`config.mk`:
```
export PLATFORM = sky130hd
export DESIGN_NAME = hazard_stall_controller
export DESIGN_NICKNAME = d
export VERILOG_FILES = /design/src/rtl/hazard_stall_controller.sv
export SDC_FILE = /design/constraint.sdc
export NUM_CORES = 1
export LEC_CHECK = 0
export CAP_MARGIN = 25
export CORE_MARGIN = 3
export CORE_UTILIZATION = 48
export CTS_BUF_LIST = sky130_fd_sc_hd__clkbuf_4 sky130_fd_sc_hd__clkbuf_8 sky130_fd_sc_hd__clkbuf_16
export CTS_CLUSTER_SIZE = 40
export DETAILED_ROUTE_END_ITERATION = 8
export PLACE_DENSITY = 0.8
export SYNTH_ARGS = -nofsm -noshare
export SYNTH_HDL_FRONTEND = slang
export SYNTH_SLANG_ARGS = --single-unit
```
`constraint.sdc`:
```
create_clock -name clk -period 2.3 [get_ports clk]
set_input_delay 0.23 -clock clk [delete_from_list [all_inputs] [get_ports clk]]
set_output_delay 0.23 -clock clk [all_outputs]
set_load 0.1 [all_outputs]
```
`src/rtl/hazard_stall_controller.sv`:
```
// hazard_stall_controller: decides run / ID stall + EXE bubble / full freeze /
// flush for the 5-stage pipeline, tracks SRAM waits and keeps stall statistics.
//
// Ports:
//   clk, rst                         clock, synchronous active-high reset
//   en_forwarding                    forwarding unit active (only load-use stalls)
//   ID_valid, ID_src1/2, ID_two_src  ID stage operand usage
//   EXE_dst, EXE_wb_en, EXE_mem_r_en EXE producer (and whether it is a load)
//   MEM_dst, MEM_wb_en               MEM producer
//   mem_req, sram_ready              MEM-stage SRAM handshake
//   branch_taken                     taken branch resolved in EXE
//   hold_if_id, bubble_exe           data-hazard stall controls
//   freeze_all, flush                SRAM freeze and branch squash controls
//   mem_timeout                      sticky: SRAM wait reached MEM_TIMEOUT
//   hazard_stalls, mem_stalls        saturating stall-cycle counters
module hazard_stall_controller #(
    parameter int REG_ADDR_W  = 4,
    parameter int MEM_TIMEOUT = 255,
    parameter int CNT_W       = 16
) (
    input  logic                  clk,
    input  logic                  rst,
    input  logic                  en_forwarding,
    input  logic                  ID_valid,
    input  logic [REG_ADDR_W-1:0] ID_src1,
    input  logic [REG_ADDR_W-1:0] ID_src2,
    input  logic                  ID_two_src,
    input  logic [REG_ADDR_W-1:0] EXE_dst,
    input  logic                  EXE_wb_en,
    input  logic                  EXE_mem_r_en,
    input  logic [REG_ADDR_W-1:0] MEM_dst,
    input  logic                  MEM_wb_en,
    input  logic                  mem_req,
    input  logic                  sram_ready,
    input  logic                  branch_taken,
    output logic                  hold_if_id,
    output logic                  bubble_exe,
    output logic                  freeze_all,
    output logic                  flush,
    output logic                  mem_timeout,
    output logic [CNT_W-1:0]      hazard_stalls,
    output logic [CNT_W-1:0]      mem_stalls
);

    typedef enum logic {
        RUN      = 1'b0,
        MEM_WAIT = 1'b1
    } state_e;

    localparam int WAIT_W = (MEM_TIMEOUT < 1) ? 1 : $clog2(MEM_TIMEOUT + 1);
    localparam logic [WAIT_W-1:0] WAIT_MAX = WAIT_W'(MEM_TIMEOUT);

    state_e             state_q, state_d;
    logic [WAIT_W-1:0]  wait_cnt_q, wait_cnt_d;
    logic               mem_timeout_q, mem_timeout_d;
    logic [CNT_W-1:0]   hazard_stalls_q, hazard_stalls_d;
    logic [CNT_W-1:0]   mem_stalls_q, mem_stalls_d;

    logic m_exe, m_mem, hz;

    always_comb begin
        m_exe = EXE_wb_en &&
                (EXE_dst == ID_src1 || (ID_two_src && EXE_dst == ID_src2));
        m_mem = MEM_wb_en &&
                (MEM_dst == ID_src1 || (ID_two_src && MEM_dst == ID_src2));
        if (en_forwarding) begin
            hz = ID_valid && m_exe && EXE_mem_r_en;
        end else begin
            hz = ID_valid && (m_exe || m_mem);
        end
    end

    // State register
    always_ff @(posedge clk) begin
        if (rst) begin
            state_q <= RUN;
        end else begin
            state_q <= state_d;
        end
    end

    // Next state; mem_req is irrelevant once waiting
    always_comb begin
        state_d = state_q;
        unique case (state_q)
            RUN:      if (mem_req && !sram_ready) state_d = MEM_WAIT;
            MEM_WAIT: if (sram_ready) state_d = RUN;
            default:  state_d = RUN;
        endcase
    end

    // Outputs: freeze beats branch flush beats data-hazard stall
    always_comb begin
        freeze_all = 1'b0;
        flush      = 1'b0;
        bubble_exe = 1'b0;
        hold_if_id = 1'b0;
        if (!rst) begin
            unique case (state_q)
                RUN:      freeze_all = mem_req && !sram_ready;
                MEM_WAIT: freeze_all = !sram_ready;
                default:  freeze_all = 1'b0;
            endcase
            if (!freeze_all) begin
                if (branch_taken) begin
                    flush = 1'b1;
                end else if (hz) begin
                    bubble_exe = 1'b1;
                    hold_if_id = 1'b1;
                end
            end
        end
    end

    // Wait counter, sticky timeout and saturating statistics
    always_comb begin
        wait_cnt_d      = wait_cnt_q;
        mem_timeout_d   = mem_timeout_q;
        hazard_stalls_d = hazard_stalls_q;
        mem_stalls_d    = mem_stalls_q;

        if (state_q == MEM_WAIT && !sram_ready) begin
            if (wait_cnt_q != WAIT_MAX) begin
                wait_cnt_d = wait_cnt_q + 1'b1;
            end
            if (wait_cnt_d == WAIT_MAX) begin
                mem_timeout_d = 1'b1;
            end
        end
        if (state_d == RUN) begin
            wait_cnt_d = '0;
        end

        if (bubble_exe && hazard_stalls_q != '1) begin
            hazard_stalls_d = hazard_stalls_q + 1'b1;
        end
        if (freeze_all && mem_stalls_q != '1) begin
            mem_stalls_d = mem_stalls_q + 1'b1;
        end
    end

    always_ff @(posedge clk) begin
        if (rst) begin
            wait_cnt_q      <= '0;
            mem_timeout_q   <= 1'b0;
            hazard_stalls_q <= '0;
            mem_stalls_q    <= '0;
        end else begin
            wait_cnt_q      <= wait_cnt_d;
            mem_timeout_q   <= mem_timeout_d;
            hazard_stalls_q <= hazard_stalls_d;
            mem_stalls_q    <= mem_stalls_d;
        end
    end

    assign mem_timeout   = mem_timeout_q;
    assign hazard_stalls = hazard_stalls_q;
    assign mem_stalls    = mem_stalls_q;

endmodule

```
=== After elaboration in Yosys (flattened, before gate mapping) ===
Index checks and enable logic that the tools add are counted.

* Add/sub/neg operators: 3
* Equality and inequality tests: 8
* Mux-type cells: 16
* Bitwise operators: 2
* Reductions and logical operators: 17

{| class="wikitable"
|+ Operators with widths
! cell !! number
|-
| adder 16 x 1 -> 16 bit (second input constant) || 2
|-
| inequality test 16 bit (second input constant) || 2
|-
| == test 4 bit || 4
|-
| two-way mux 8 bit || 2
|-
| two-way mux 1 bit || 12
|-
| logical AND 1 bit || 11
|-
| adder 8 x 1 -> 8 bit (second input constant) || 1
|-
| == test 8 bit (second input constant) || 1
|-
| inequality test 8 bit (second input constant) || 1
|-
| case mux 1 bit (2 select lines) || 2
|-
| logical OR 1 bit || 3
|-
| inverter 1 bit || 2
|-
| AND reduction 2 bit || 1
|-
| OR reduction 2 bit || 1
|-
| zero test 1 bit || 1
|}

* Bits in registers: 42
* Input bits: 27
* Output and inout port bits: 37
* Word-level logic and storage cells: 51

=== Depth between registers and ports, before layout ===
* Depth in word-level cells: 12
* Gate-level depth with buffers: 8
* Depth with buffers taken out: 7

=== Worst setup path after synthesis ===
OpenSTA, ideal clock, no wires.

* Kind: input-to-output
* Start point: input rst
* End point: output flush
* Arrival: 2663 ps
* Data required time: 2070 ps
* Path slack: -593 ps
* Stages on the path: 3
* Buffers on the path: 2
* Cell sequence: buf_2 -> buf_1 -> nor3_1

* Longest elaborated chain between the ends: 1

{| class="wikitable"
|+ Ends and longest elaborated chain
! what !! RTL line !! text
|-
| start: declaration || 22 || <nowiki>input logic rst,</nowiki>
|-
| two-way mux 1 bit || 98 || <nowiki>if (!rst) begin</nowiki>
|-
| end: declaration || 39 || <nowiki>output logic flush,</nowiki>
|}

Every way passes these cells.

=== Worst setup path in the final report ===
* Start point: input ID_src2[1]
* End point: output hold_if_id

* Longest elaborated chain between the ends: 11
* Elaborated cells on any way between the ends: 17
* Classes of those cells: 2 x eq/ne; 5 x mux; 10 x reduce/logical

{| class="wikitable"
|+ Ends and longest elaborated chain
! what !! RTL line !! text
|-
| start: declaration || 26 || <nowiki>input logic [REG_ADDR_W-1:0] ID_src2,</nowiki>
|-
| == test 4 bit (on tied branches) || 63, 65 ||
|-
| logical AND 1 bit (on tied branches) || 63, 65 ||
|-
| logical OR 1 bit (on tied branches) || 63, 65 ||
|-
| logical AND 1 bit (on tied branches) || 62, 64 ||
|-
| logical OR 1 bit or logical AND 1 bit (tied branches) || 69, 67 ||
|-
| logical AND 1 bit (on tied branches) || 69, 67 ||
|-
| two-way mux 1 bit * || 66 || <nowiki>if (en_forwarding) begin</nowiki>
|-
| two-way mux 1 bit * || 107 || <nowiki>end else if (hz) begin</nowiki>
|-
| two-way mux 1 bit * || 105 || <nowiki>if (branch_taken) begin</nowiki>
|-
| two-way mux 1 bit * || 104 || <nowiki>if (!freeze_all) begin</nowiki>
|-
| two-way mux 1 bit * || 98 ||
|-
| end: declaration || 36 || <nowiki>output logic hold_if_id,</nowiki>
|}

Every way passes the cells marked *; elsewhere a longest branch is shown, timed or not.

==> impl_metrics.json <==
{
  "drt-met1-wl_um": 2618,
  "final_cell_area_sq_um": 3213,
  "dr.pass1.iters": 4,
  "start_util_pct": 52.07,
  "setup_ws_ns": 0.1409,
  "num_antenna_cells": 0,
  "cp.required_ns": 2.07,
  "clockPowerShare_pct": 34.0,
  "vias_per_cell": 5.541,
  "clk_path_buf_depth": 2,
  "pwr-share-seq_pct": 52.3,
  "setup_viol": 0,
  "area_growth_pct": 36.09,
  "worst-setup-path-type": "input pin to output port",
  "hold_path.class": "flip-flop to flip-flop",
  "root_buffer": "clkbuf_8",
  "synth_fp_nets": 324,
  "hold_violations": 0,
  "hold_end": "hazard_stalls[3]",
  "die_width_um": 76.14,
  "placed_cell_area_sq_um": 3119,
  "clk_pin_slew_worst_paths_ns": 0.08,
  "gr-usage-all-layers_pct": 20.51,
  "gp_congestion": 0.8670,
  "std_cell_rows": 24,
  "p_switching_mw": 0.3484,
  "route.met2.wl_um": 2996,
  "endpoint_kind": "output port",
  "met3WireLength_um": 302,
  "rsz0062_at_grt": "false",
  "fin_crit_sh_pct": 93.87,
  "rrSetupSlack_ns": 0.25,
  "die-area_sq_um": 5797,
  "r2r_start": "hazard_stalls[0]",
  "core_area_sq_um": 4534,
  "grt_pass1_vias": 2194,
  "synth_area_per_cell_sq_um": 8.031,
  "synth_top_area_share_pct": 35.61,
  "fmax_mhz": 463.2,
  "dieHeight_um": 76.14,
  "synth_edf_count": 0,
  "worst_setup_path_start_kind": "input pin",
  "p_sw_share_pct": 24.82,
  "cts_hold_buffers": 0,
  "wl_per_cell_um": 13.88,
  "ys_top_cells_by_area": "dfxtp_1 (36%), xnor2_1 (6.7%), xor2_1 (5.9%)",
  "top_layer_used": "met4",
  "drive_gt1_share_pct": 22.49,
  "layout.cells.non_filler": 434,
  "relSlewSlack_pct": 55.02,
  "yosysWarningCount": 0,
  "drt-total-wl_um": 6024,
  "crit_fanout": 10,
  "ff2ff_path_depth": 6,
  "post-place-ws_ns": -0.06055,
  "multi_input_area_sq_um": 1433,
  "final_cell_mix": "buf_4 (51), nor2_1 (34), dfxtp_1 (30)",
  "min_path_cells": 1,
  "antenna_found_initial": 0,
  "numCtsBuffers": 5,
  "final_common_cell": "buf_4",
  "period_minus_slack_ns": 2.159,
  "cts_sinks": 42,
  "place_hpwl_um": 4570,
  "drtIter0Drc": 167,
  "clk_latency_ns": 0.30,
  "fin_nets": 400,
  "p_leak_nw": 1.193,
  "synth_seq_area_share_pct": 35.61,
  "yosys.area.top_type": "dfxtp_1",
  "synthArstFlopShare_pct": 0,
  "ios": 64,
  "io_buffers": 63,
  "nFillCells": 373,
  "cts.htree.levels": 2,
  "ant_nets": 0,
  "synth_area_sq_um": 2361,
  "grt_overflow_total": 0,
  "status": "finished clean",
  "syn-instance-count": 294,
  "slew_viol_final": 0,
  "combPwrFrac_pct": 13.7,
  "crit_arrival_ns": 1.93,
  "synthFlopType": "dfxtp_1",
  "vias": 2405,
  "grt_max_degree": 21,
  "tightest_slew_ns": 0.6722,
  "tritoncts": "done",
  "drc": 0,
  "cap_violations": 0,
  "clock_skew_ns": 0.007018,
  "vdd_drop_max_mv": 0.3483,
  "rr_endpoint": "hazard_stalls[4]",
  "seq_area_sq_um": 855.8,
  "holdCritStartpoint": "hazard_stalls[3]",
  "dp_cells": 428,
  "synth_cell_types": 46,
  "grt_pass1_wl_um": 9977,
  "powerDensity_nw_per_um2": 436.9,
  "ys_ff_latch": 42,
  "intPower_mw": 1.055
}
==> Yosys cell counts, types with 2 or more instances <==
master	instances
and3_1	6
and4_1	3
mux2i_1	2
nor2b_1	3
clkbuf_1	6
and2_1	3
or4_1	7
inv_1	10
dfxtp_1	42
nor4_1	4
nand4_1	15
a31oi_1	2
nor2_1	34
buf_6	2
nor3b_1	2
xor2_1	16
nand2_1	24
o22ai_1	2
buf_2	2
a21oi_1	15
nor3_1	12
or3_1	7
o31ai_1	7
ha_1	3
xnor2_1	18
o21ai_0	10
nand3_1	15
mux2_2	3
nand2b_1	2
==> worst max-delay path by stage <==
stage,start,to,slack [ns],cells after the start
floorplan,ID_src2[3],hold_if_id,0.007,6
global placement,MEM_dst[3],hazard_stalls[8],-0.03,7
detailed placement,ID_src2[3],hazard_stalls[8],-0.06,7
CTS,ID_src2[3],hold_if_id,0.09,7
global route,MEM_dst[3],bubble_exe,0.04,8
finish,ID_src2[1],hold_if_id,0.14,8
==> per-stage QoR <==
step | utilization (%) | hold WS [ns] | total power [mW] | TNS [ns]
2_1_floorplan | - | 0.5012 | 0.8429 | 0
3_3_place_gp | 68.79 | 0.4602 | 0.9381 | -0.06308
3_5_place_dp | 68.79 | 0.4701 | 0.9409 | -0.3085
4_1_cts | 70.70 | 0.4808 | 1.405 | 0
5_1_grt | 70.86 | 0.5066 | 1.448 | 0
6_report | 70.86 | 0.4859 | 1.404 | 0
==> area by class of cell <==
type	count	area share, %
Clock buffer	6	2.570
Tap cell	65	2.531
Inverter	10	1.168
Sequential cell	42	26.64
Multi-Input combinational cell	230	44.59
Timing Repair Buffer	81	22.51
==> power by group through the flow <==
| stage | clock (mW) | sequential [mW] | combinational (mW) |
|---|---|---|---|
| after floorplan | 0 | 0.766 | 0.0773 |
| after global placement | 0 | 0.751 | 0.187 |
| after detailed placement | 0 | 0.751 | 0.190 |
| after CTS | 0.480 | 0.734 | 0.191 |
| after global routing | 0.508 | 0.734 | 0.205 |
| final | 0.478 | 0.734 | 0.192 |
==> repair_timing <==
action / in CTS / in global routing
buffers inserted: 0 / 0
setup endpoints to repair: 2 / 2
resized for setup: 1 / 1
==> registers in the layout (all words and copies together) (netlist names) <==
register       count
hazard_stalls     16
wait_cnt_q         8
mem_timeout        1
state_q            1
mem_stalls        16
==> critical path: stages <==
cell	delay [ns]
clkdlybuf4s50_1	0.44
buf_4	0.15
xnor2_1	0.11
o2111ai_1	0.10
o22ai_1	0.13
o21ai_2	0.36
inv_1	0.19
buf_12	0.21
==> routing by layer <==
metal	vias up	GRT usage (%)
li1	1207	-
met2	78	37.41
met5	-	0
met4	0	7.609
met1	1110	23.92
met3	10	3.546
==> cell families after synthesis <==
| kind of cell | after synthesis | share of synthesized area [%] |
|---|---|---|
| XOR/XNOR | 34 | 12.61 |
| flip-flops | 42 | 35.61 |
| AO/OA/AOI/OAI | 48 | 12.88 |
| buffers and inverters | 22 | 4.399 |
| AND/OR/NAND/NOR | 140 | 30.63 |
| adder cells (fa/ha/maj) | 3 | 1.590 |
| multiplexers | 5 | 2.279 |
Power figures use the tool's default switching activity.
